--- config.mk ---
export PLATFORM = sky130hd
export DESIGN_NAME = pes_fmul_sched_flat
export DESIGN_NICKNAME = d
export VERILOG_FILES = /design/src/rtl/pes_fmul_pkg.sv /design/src/rtl/pes_fmul_sched_if.sv /design/src/rtl/pes_rr_arb2.sv /design/src/rtl/pes_fmul_sched.sv /design/src/flat_wrapper.sv
export SDC_FILE = /design/constraint.sdc
export NUM_CORES = 1
export LEC_CHECK = 0
export CORE_UTILIZATION = 29
export CTS_CLUSTER_SIZE = 28
export DETAILED_ROUTE_END_ITERATION = 10
export GPL_TIMING_DRIVEN = 0
export PLACE_DENSITY = 0.62
export RECOVER_POWER = 100
export SYNTH_ARGS = -nofsm -noshare
export SYNTH_HDL_FRONTEND = slang
export SYNTH_SLANG_ARGS = --single-unit
--- constraint.sdc ---
create_clock -name CLK -period 2.4 [get_ports CLK]
set_input_delay 0.48 -clock CLK [delete_from_list [all_inputs] [get_ports CLK]]
set_output_delay 0.48 -clock CLK [all_outputs]
set_load 0.02 [all_outputs]
--- src/rtl/pes_fmul_pkg.sv ---
// Shared definitions for the pes_fmul request scheduler.
// Holds the FSM state encoding, operand/product widths, the default abort
// timeout and the operand-pair payload type handed to the datapath.
package pes_fmul_pkg;

  localparam int unsigned OP_W        = 4;
  localparam int unsigned PROD_W      = 7;
  localparam int unsigned TIMEOUT_DEF = 20;
  localparam int unsigned STATE_W     = 2;

  localparam logic [STATE_W-1:0] S_IDLE   = 2'd0;
  localparam logic [STATE_W-1:0] S_LAUNCH = 2'd1;
  localparam logic [STATE_W-1:0] S_WAIT   = 2'd2;
  localparam logic [STATE_W-1:0] S_RESP   = 2'd3;

  typedef struct packed {
    logic [OP_W-1:0] mplier;
    logic [OP_W-1:0] mcand;
  } operands_t;

endpackage

--- src/rtl/pes_fmul_sched_if.sv ---
// Bus bundle for pes_fmul_sched: two requesters, the shared multiplier
// datapath and the result consumer.
//   slave  : the scheduler (consumes Req/operands/Product/Done/RReady)
//   master : the environment (requesters, datapath, result sink)
interface pes_fmul_sched_if;
  import pes_fmul_pkg::*;

  logic              Req0;
  logic              Req1;
  logic [OP_W-1:0]   A0;
  logic [OP_W-1:0]   B0;
  logic [OP_W-1:0]   A1;
  logic [OP_W-1:0]   B1;
  logic              Gnt0;
  logic              Gnt1;
  logic              St;
  logic [OP_W-1:0]   Mplier;
  logic [OP_W-1:0]   Mcand;
  logic [PROD_W-1:0] Product;
  logic              Done;
  logic [PROD_W-1:0] Result;
  logic              RValid;
  logic              RId;
  logic              RReady;
  logic              Busy;
  logic              Err;

  modport slave (
    input  Req0, Req1, A0, B0, A1, B1, Product, Done, RReady,
    output Gnt0, Gnt1, St, Mplier, Mcand, Result, RValid, RId, Busy, Err
  );

  modport master (
    output Req0, Req1, A0, B0, A1, B1, Product, Done, RReady,
    input  Gnt0, Gnt1, St, Mplier, Mcand, Result, RValid, RId, Busy, Err
  );

endinterface

--- src/rtl/pes_rr_arb2.sv ---
// Two-way round-robin picker.
//   req   : request vector {req1, req0}
//   ptr   : index of the requester favoured on a tie
//   gnt_c : one-hot combinational grant (all zero when nothing requests)
module pes_rr_arb2 (
  input  logic [1:0] req,
  input  logic       ptr,
  output logic [1:0] gnt_c
);

  // A lone request always wins; a tie goes to the favoured requester.
  always_comb begin
    gnt_c = req;
    if (req == 2'b11) begin
      gnt_c = ptr ? 2'b10 : 2'b01;
    end
  end

endmodule

--- src/rtl/pes_fmul_sched.sv ---
// Scheduler sharing one pes_fmul multiplier datapath between two requesters.
// Ports:
//   CLK : clock, rising-edge
//   Rst : asynchronous active-high reset
//   bus : pes_fmul_sched_if.slave -- requests/operands in, Gnt0/Gnt1 grant
//         pulses, St/Mplier/Mcand to the datapath, Product/Done back, and
//         Result/RValid/RId with RReady to the consumer, plus Busy and Err.
// All outputs are registered; St, Busy and RValid are decoded from the
// next state so they line up exactly with LAUNCH, non-IDLE and RESP.
module pes_fmul_sched
  import pes_fmul_pkg::*;
#(
  parameter int unsigned TIMEOUT = TIMEOUT_DEF
) (
  input  logic            CLK,
  input  logic            Rst,
  pes_fmul_sched_if.slave bus
);

  localparam int unsigned CNT_W = $clog2(TIMEOUT + 1);

  logic [STATE_W-1:0] state, state_nxt;
  logic               ptr, ptr_nxt;
  logic [CNT_W-1:0]   cnt, cnt_nxt;
  operands_t          ops, ops_nxt;
  logic [PROD_W-1:0]  result, result_nxt;
  logic               rid, rid_nxt;
  logic               gnt0, gnt0_nxt;
  logic               gnt1, gnt1_nxt;
  logic               err, err_nxt;
  logic               st, st_nxt;
  logic               busy, busy_nxt;
  logic               rvalid, rvalid_nxt;
  logic [1:0]         gnt_c;

  pes_rr_arb2 u_arb (
    .req   ({bus.Req1, bus.Req0}),
    .ptr   (ptr),
    .gnt_c (gnt_c)
  );

  // Next-state and next-register values.
  always_comb begin
    state_nxt  = state;
    ptr_nxt    = ptr;
    cnt_nxt    = cnt;
    ops_nxt    = ops;
    result_nxt = result;
    rid_nxt    = rid;
    gnt0_nxt   = 1'b0;
    gnt1_nxt   = 1'b0;
    err_nxt    = 1'b0;

    case (state)
      S_IDLE: begin
        if (gnt_c != 2'b00) begin
          state_nxt = S_LAUNCH;
          gnt0_nxt  = gnt_c[0];
          gnt1_nxt  = gnt_c[1];
          rid_nxt   = gnt_c[1];
          // Favour the other requester next time.
          ptr_nxt   = gnt_c[0];
          if (gnt_c[1]) begin
            ops_nxt.mplier = bus.A1;
            ops_nxt.mcand  = bus.B1;
          end else begin
            ops_nxt.mplier = bus.A0;
            ops_nxt.mcand  = bus.B0;
          end
        end
      end
      S_LAUNCH: begin
        state_nxt = S_WAIT;
        cnt_nxt   = '0;
      end
      S_WAIT: begin
        // cnt == 0 is the first WAIT cycle, where Done may be left over
        // from the previous operation. Done beats the timeout.
        if (bus.Done && (cnt != '0)) begin
          result_nxt = bus.Product;
          state_nxt  = S_RESP;
        end else if (cnt == CNT_W'(TIMEOUT - 1)) begin
          err_nxt   = 1'b1;
          state_nxt = S_IDLE;
        end else begin
          cnt_nxt = cnt + CNT_W'(1);
        end
      end
      S_RESP: begin
        if (bus.RReady) begin
          state_nxt = S_IDLE;
        end
      end
      default: state_nxt = S_IDLE;
    endcase
  end

  assign st_nxt     = (state_nxt == S_LAUNCH);
  assign busy_nxt   = (state_nxt != S_IDLE);
  assign rvalid_nxt = (state_nxt == S_RESP);

  // State and output registers.
  always_ff @(posedge CLK or posedge Rst) begin
    if (Rst) begin
      state  <= S_IDLE;
      ptr    <= 1'b0;
      cnt    <= '0;
      ops    <= '0;
      result <= '0;
      rid    <= 1'b0;
      gnt0   <= 1'b0;
      gnt1   <= 1'b0;
      err    <= 1'b0;
      st     <= 1'b0;
      busy   <= 1'b0;
      rvalid <= 1'b0;
    end else begin
      state  <= state_nxt;
      ptr    <= ptr_nxt;
      cnt    <= cnt_nxt;
      ops    <= ops_nxt;
      result <= result_nxt;
      rid    <= rid_nxt;
      gnt0   <= gnt0_nxt;
      gnt1   <= gnt1_nxt;
      err    <= err_nxt;
      st     <= st_nxt;
      busy   <= busy_nxt;
      rvalid <= rvalid_nxt;
    end
  end

  assign bus.Gnt0   = gnt0;
  assign bus.Gnt1   = gnt1;
  assign bus.St     = st;
  assign bus.Mplier = ops.mplier;
  assign bus.Mcand  = ops.mcand;
  assign bus.Result = result;
  assign bus.RValid = rvalid;
  assign bus.RId    = rid;
  assign bus.Busy   = busy;
  assign bus.Err    = err;

endmodule

--- src/flat_wrapper.sv ---
// flat-port wrapper written by rule: the top's interface ports become plain ports
module pes_fmul_sched_flat import pes_fmul_pkg::*;
#(
  parameter int unsigned TIMEOUT = TIMEOUT_DEF
)
  (CLK, Rst, bus_Req0, bus_Req1, bus_A0, bus_B0, bus_A1, bus_B1, bus_Product, bus_Done, bus_RReady, bus_Gnt0, bus_Gnt1, bus_St, bus_Mplier, bus_Mcand, bus_Result, bus_RValid, bus_RId, bus_Busy, bus_Err);
  pes_fmul_sched_if bus_i ();
  input  logic CLK;
  input  logic Rst;
  input wire logic [$bits(bus_i.Req0)-1:0] bus_Req0;
  input wire logic [$bits(bus_i.Req1)-1:0] bus_Req1;
  input wire logic [$bits(bus_i.A0)-1:0] bus_A0;
  input wire logic [$bits(bus_i.B0)-1:0] bus_B0;
  input wire logic [$bits(bus_i.A1)-1:0] bus_A1;
  input wire logic [$bits(bus_i.B1)-1:0] bus_B1;
  input wire logic [$bits(bus_i.Product)-1:0] bus_Product;
  input wire logic [$bits(bus_i.Done)-1:0] bus_Done;
  input wire logic [$bits(bus_i.RReady)-1:0] bus_RReady;
  output wire logic [$bits(bus_i.Gnt0)-1:0] bus_Gnt0;
  output wire logic [$bits(bus_i.Gnt1)-1:0] bus_Gnt1;
  output wire logic [$bits(bus_i.St)-1:0] bus_St;
  output wire logic [$bits(bus_i.Mplier)-1:0] bus_Mplier;
  output wire logic [$bits(bus_i.Mcand)-1:0] bus_Mcand;
  output wire logic [$bits(bus_i.Result)-1:0] bus_Result;
  output wire logic [$bits(bus_i.RValid)-1:0] bus_RValid;
  output wire logic [$bits(bus_i.RId)-1:0] bus_RId;
  output wire logic [$bits(bus_i.Busy)-1:0] bus_Busy;
  output wire logic [$bits(bus_i.Err)-1:0] bus_Err;
  assign bus_i.Req0 = bus_Req0;
  assign bus_i.Req1 = bus_Req1;
  assign bus_i.A0 = bus_A0;
  assign bus_i.B0 = bus_B0;
  assign bus_i.A1 = bus_A1;
  assign bus_i.B1 = bus_B1;
  assign bus_i.Product = bus_Product;
  assign bus_i.Done = bus_Done;
  assign bus_i.RReady = bus_RReady;
  assign bus_Gnt0 = bus_i.Gnt0;
  assign bus_Gnt1 = bus_i.Gnt1;
  assign bus_St = bus_i.St;
  assign bus_Mplier = bus_i.Mplier;
  assign bus_Mcand = bus_i.Mcand;
  assign bus_Result = bus_i.Result;
  assign bus_RValid = bus_i.RValid;
  assign bus_RId = bus_i.RId;
  assign bus_Busy = bus_i.Busy;
  assign bus_Err = bus_i.Err;
  pes_fmul_sched #(.TIMEOUT(TIMEOUT)) u_core (.CLK(CLK), .Rst(Rst), .bus(bus_i));
endmodule
==> metrics.yaml <==
status:
  status: "finished with violations"
  failed_checks: "DRC"
critical_path:
  cp_slowest_stage_delay_ns: 0.68
  cp_cell_sequence: "dlygate4sd3_1 > inv_1 > o21ai_1 > mux2i_1 > o21ai_0"
  critPathMaxFanout: 9
  slowest_stage: "o21ai_1"
  worstSetupPathType: "in -> reg"
  startpoint: "bus_Req0"
  crit_path_end_kind: "flop"
  cp-start-kind: "input port"
  critical_path_required_ns: 2.55
  arrival_ns: 2.25
  rr_startpoint: "u_core.cnt[0]$_DFFE_PP0P_"
drt:
  drt_wl_total_um: 2870
  drtIter0Drc: 48
  drtPass1Iterations: 7
  wl_per_cell_um: 12.5
  antenna_left: 0
  drc_errors: 9
  vias_per_cell: 4.70
  dr_total_vias: 1077
clocking:
  clock_latency_ns: 0.28
  clkTransAtPathRegs_ns: 0.06
  cts.htree.levels: 2
  cts_resized: 0
  numCtsBuffers: 5
  clockBufferDepth: 2
  hold_buffers: 0
  tritoncts: "yes"
  cts_sinks: 30
  cts-root-buf: "clkbuf_8"
  post_cts_buffers: 0
worst_hold_path:
  hp-class: "reg -> reg"
  hold_path.startpoint: "u_core.bus.Mcand[0]$_DFFE_PP0P_"
logic_synthesis:
  yosysWarnings: 0
  synth_area_um2: 1370
  avgSynthCellArea_um2: 11.5
  syn_nets: 153
  ys_seq_elements: 30
  yosysSeqAreaShare_pct: 54.8
  synthDistinctLibCells: 32
  synth_cells: 119
finish:
  fin_nets: 210
  final_common_cell: "dfrtp_1"
  fillers: 422
  num_antenna_cells: 0
  area_growth_pct: 48.4
  layout-drive-gt1-share_pct: 12.4
  final_cell_mix: "dfrtp_1 (30), clkdlybuf4s50_1 (26), dlygate4sd3_1 (24)"
  utilization_pct: 45.7
timing:
  finalHoldViolCount: 0
  clock_skew_ns: 0.00599
  fin_setup_tns_ns: 0
  relSlewSlack_pct: 25.9
  slew_violations: 0
  period_minus_slack_ns: 2.10
  rsz0062_at_grt: "no"
  tightest_slew_ns: 1.11
  setup-violations-final: 0
  fin_crit_sh_pct: 87.5
  max_freq_mhz: 476
grt:
  grt_overflow: 0
  grt_pass1_wl_um: 5020
  track_usage_pct: 13.0
  antenna_found_initial: 0
  grt_pass1_vias: 1130
  grt_max_degree: 31
power:
  leakage_nw: 0.969
  fin_total_pwr_mw: 2.44
  powerDensity_nw_per_um2: 1200
  ir_drop_mv: 0.474
floorplanning:
  dieHeight_um: 70.7
  die_w_um: 70.7
  core_area_um2: 4440
  fp.dieArea_um2: 5000
  start_util_pct: 30.8
  rows: 24
  ios: 51
placement:
  io_buffer_count: 50
  gp_congestion: 0.847
  place_hpwl_um: 2230
flow_run:
  drv_cap: 0
==> sequential cells by signal, summed over array words and instances (netlist names), 2 cells and up <==
name,cells
u_core.bus.Mcand,4
u_core.bus.Mplier,4
u_core.bus.Result,7
u_core.cnt,5
u_core.state,2
==> final timing paths <==
check / endpoint / slack (ns) / depth (start not counted)
max: u_core.bus.Mcand[3]$_DFFE_PP0P_ / 0.30 / 5
min: u_core.bus.Mcand[0]$_DFFE_PP0P_ / 0.48 / 2
max reg2reg: u_core.bus.Busy$_DFF_PP0_ / 0.57 / 6
min reg2reg: u_core.bus.Mcand[0]$_DFFE_PP0P_ / 0.48 / 2
max in group asynchronous: u_core.bus.Result[0]$_DFFE_PP0N_ / 0.81 / 2
min in group asynchronous: u_core.cnt[4]$_DFFE_PP0P_ / 0.92 / 2
==> metrics by stage <==
step,area (um^2),worst slack (ns),std cells,hold WS (ns)
2_1_floorplan,1370,0.808,119,0.497
3_3_place_gp,1930,0.352,221,0.462
3_5_place_dp,1930,0.320,221,0.473
4_1_cts,2040,0.561,229,0.488
5_1_grt,2030,0.238,229,0.495
6_report,2030,0.301,229,0.476
==> layer usage <==
metal  share of wire [%]  vias up  global-route usage (%)
met5                   0        -                       0
met4                 1.2        0                    3.33
met3                  10        4                    6.27
met2                  48       52                    22.6
met1                  41      492                    14.2
li1                    -      529                       -
==> synth_stat cells <==
library cell	n	area share [%]
mux2_2	8	6.6
ha_1	5	4.6
mux2i_1	8	5.9
clkbuf_1	1	0.27
nand2b_1	1	0.46
inv_1	13	3.6
and3_1	1	0.46
nand3_1	2	0.73
o22ai_1	1	0.46
a211oi_1	1	0.55
a21oi_1	2	0.73
o32ai_2	1	1.2
inv_2	1	0.27
nand2_1	11	3.0
a21o_1	1	0.55
nor3_1	1	0.37
nor4_1	1	0.46
a22o_1	2	1.3
nor4b_4	1	1.7
or4_1	1	0.55
nor2_1	4	1.1
or2_2	1	0.46
o31ai_1	3	1.6
o21bai_1	1	0.55
a211o_1	1	0.64
o21ai_1	1	0.37
nor2_2	1	0.46
dfrtp_1	30	55
nor2b_1	1	0.46
o21ai_2	2	1.3
o21ai_0	10	3.7
and4bb_2	1	0.91
==> kinds of logic after synthesis <==
logic type	synth area share, %
AND/OR/NAND/NOR	11.2
AO/OA/AOI/OAI	12.9
flip-flops	54.8
buffers and inverters	4.11
multiplexers	12.4
adder cells (fa/ha/maj)	4.57
==> final cells by class <==
class | instances | area (um^2) | share of cell area [%]
plain buffers | 1 | 3.75 | 0.185
clock buffers | 5 | 68.8 | 3.39
clock inverters | 3 | 40.0 | 1.97
inverters | 14 | 52.6 | 2.59
multi-input cells | 74 | 551 | 27.1
flip-flops and latches | 30 | 751 | 36.9
well taps | 52 | 65.1 | 3.20
repair buffers | 50 | 500 | 24.6
==> worst max-delay path: cells and delay by family <==
kind            cells  cell delay, ns
compound gates      2            0.78
buf+inv             2            0.68
mux                 1            0.32
==> where the power goes <==
| part | internal, mW | switching [mW] | leakage, nW |
|---|---|---|---|
| Combinational | 0.509 | 0.621 | 0.535 |
| Clock | 0.305 | 0.187 | 0.0579 |
| Sequential | 0.709 | 0.105 | 0.376 |
Power figures use the tool's default switching activity.
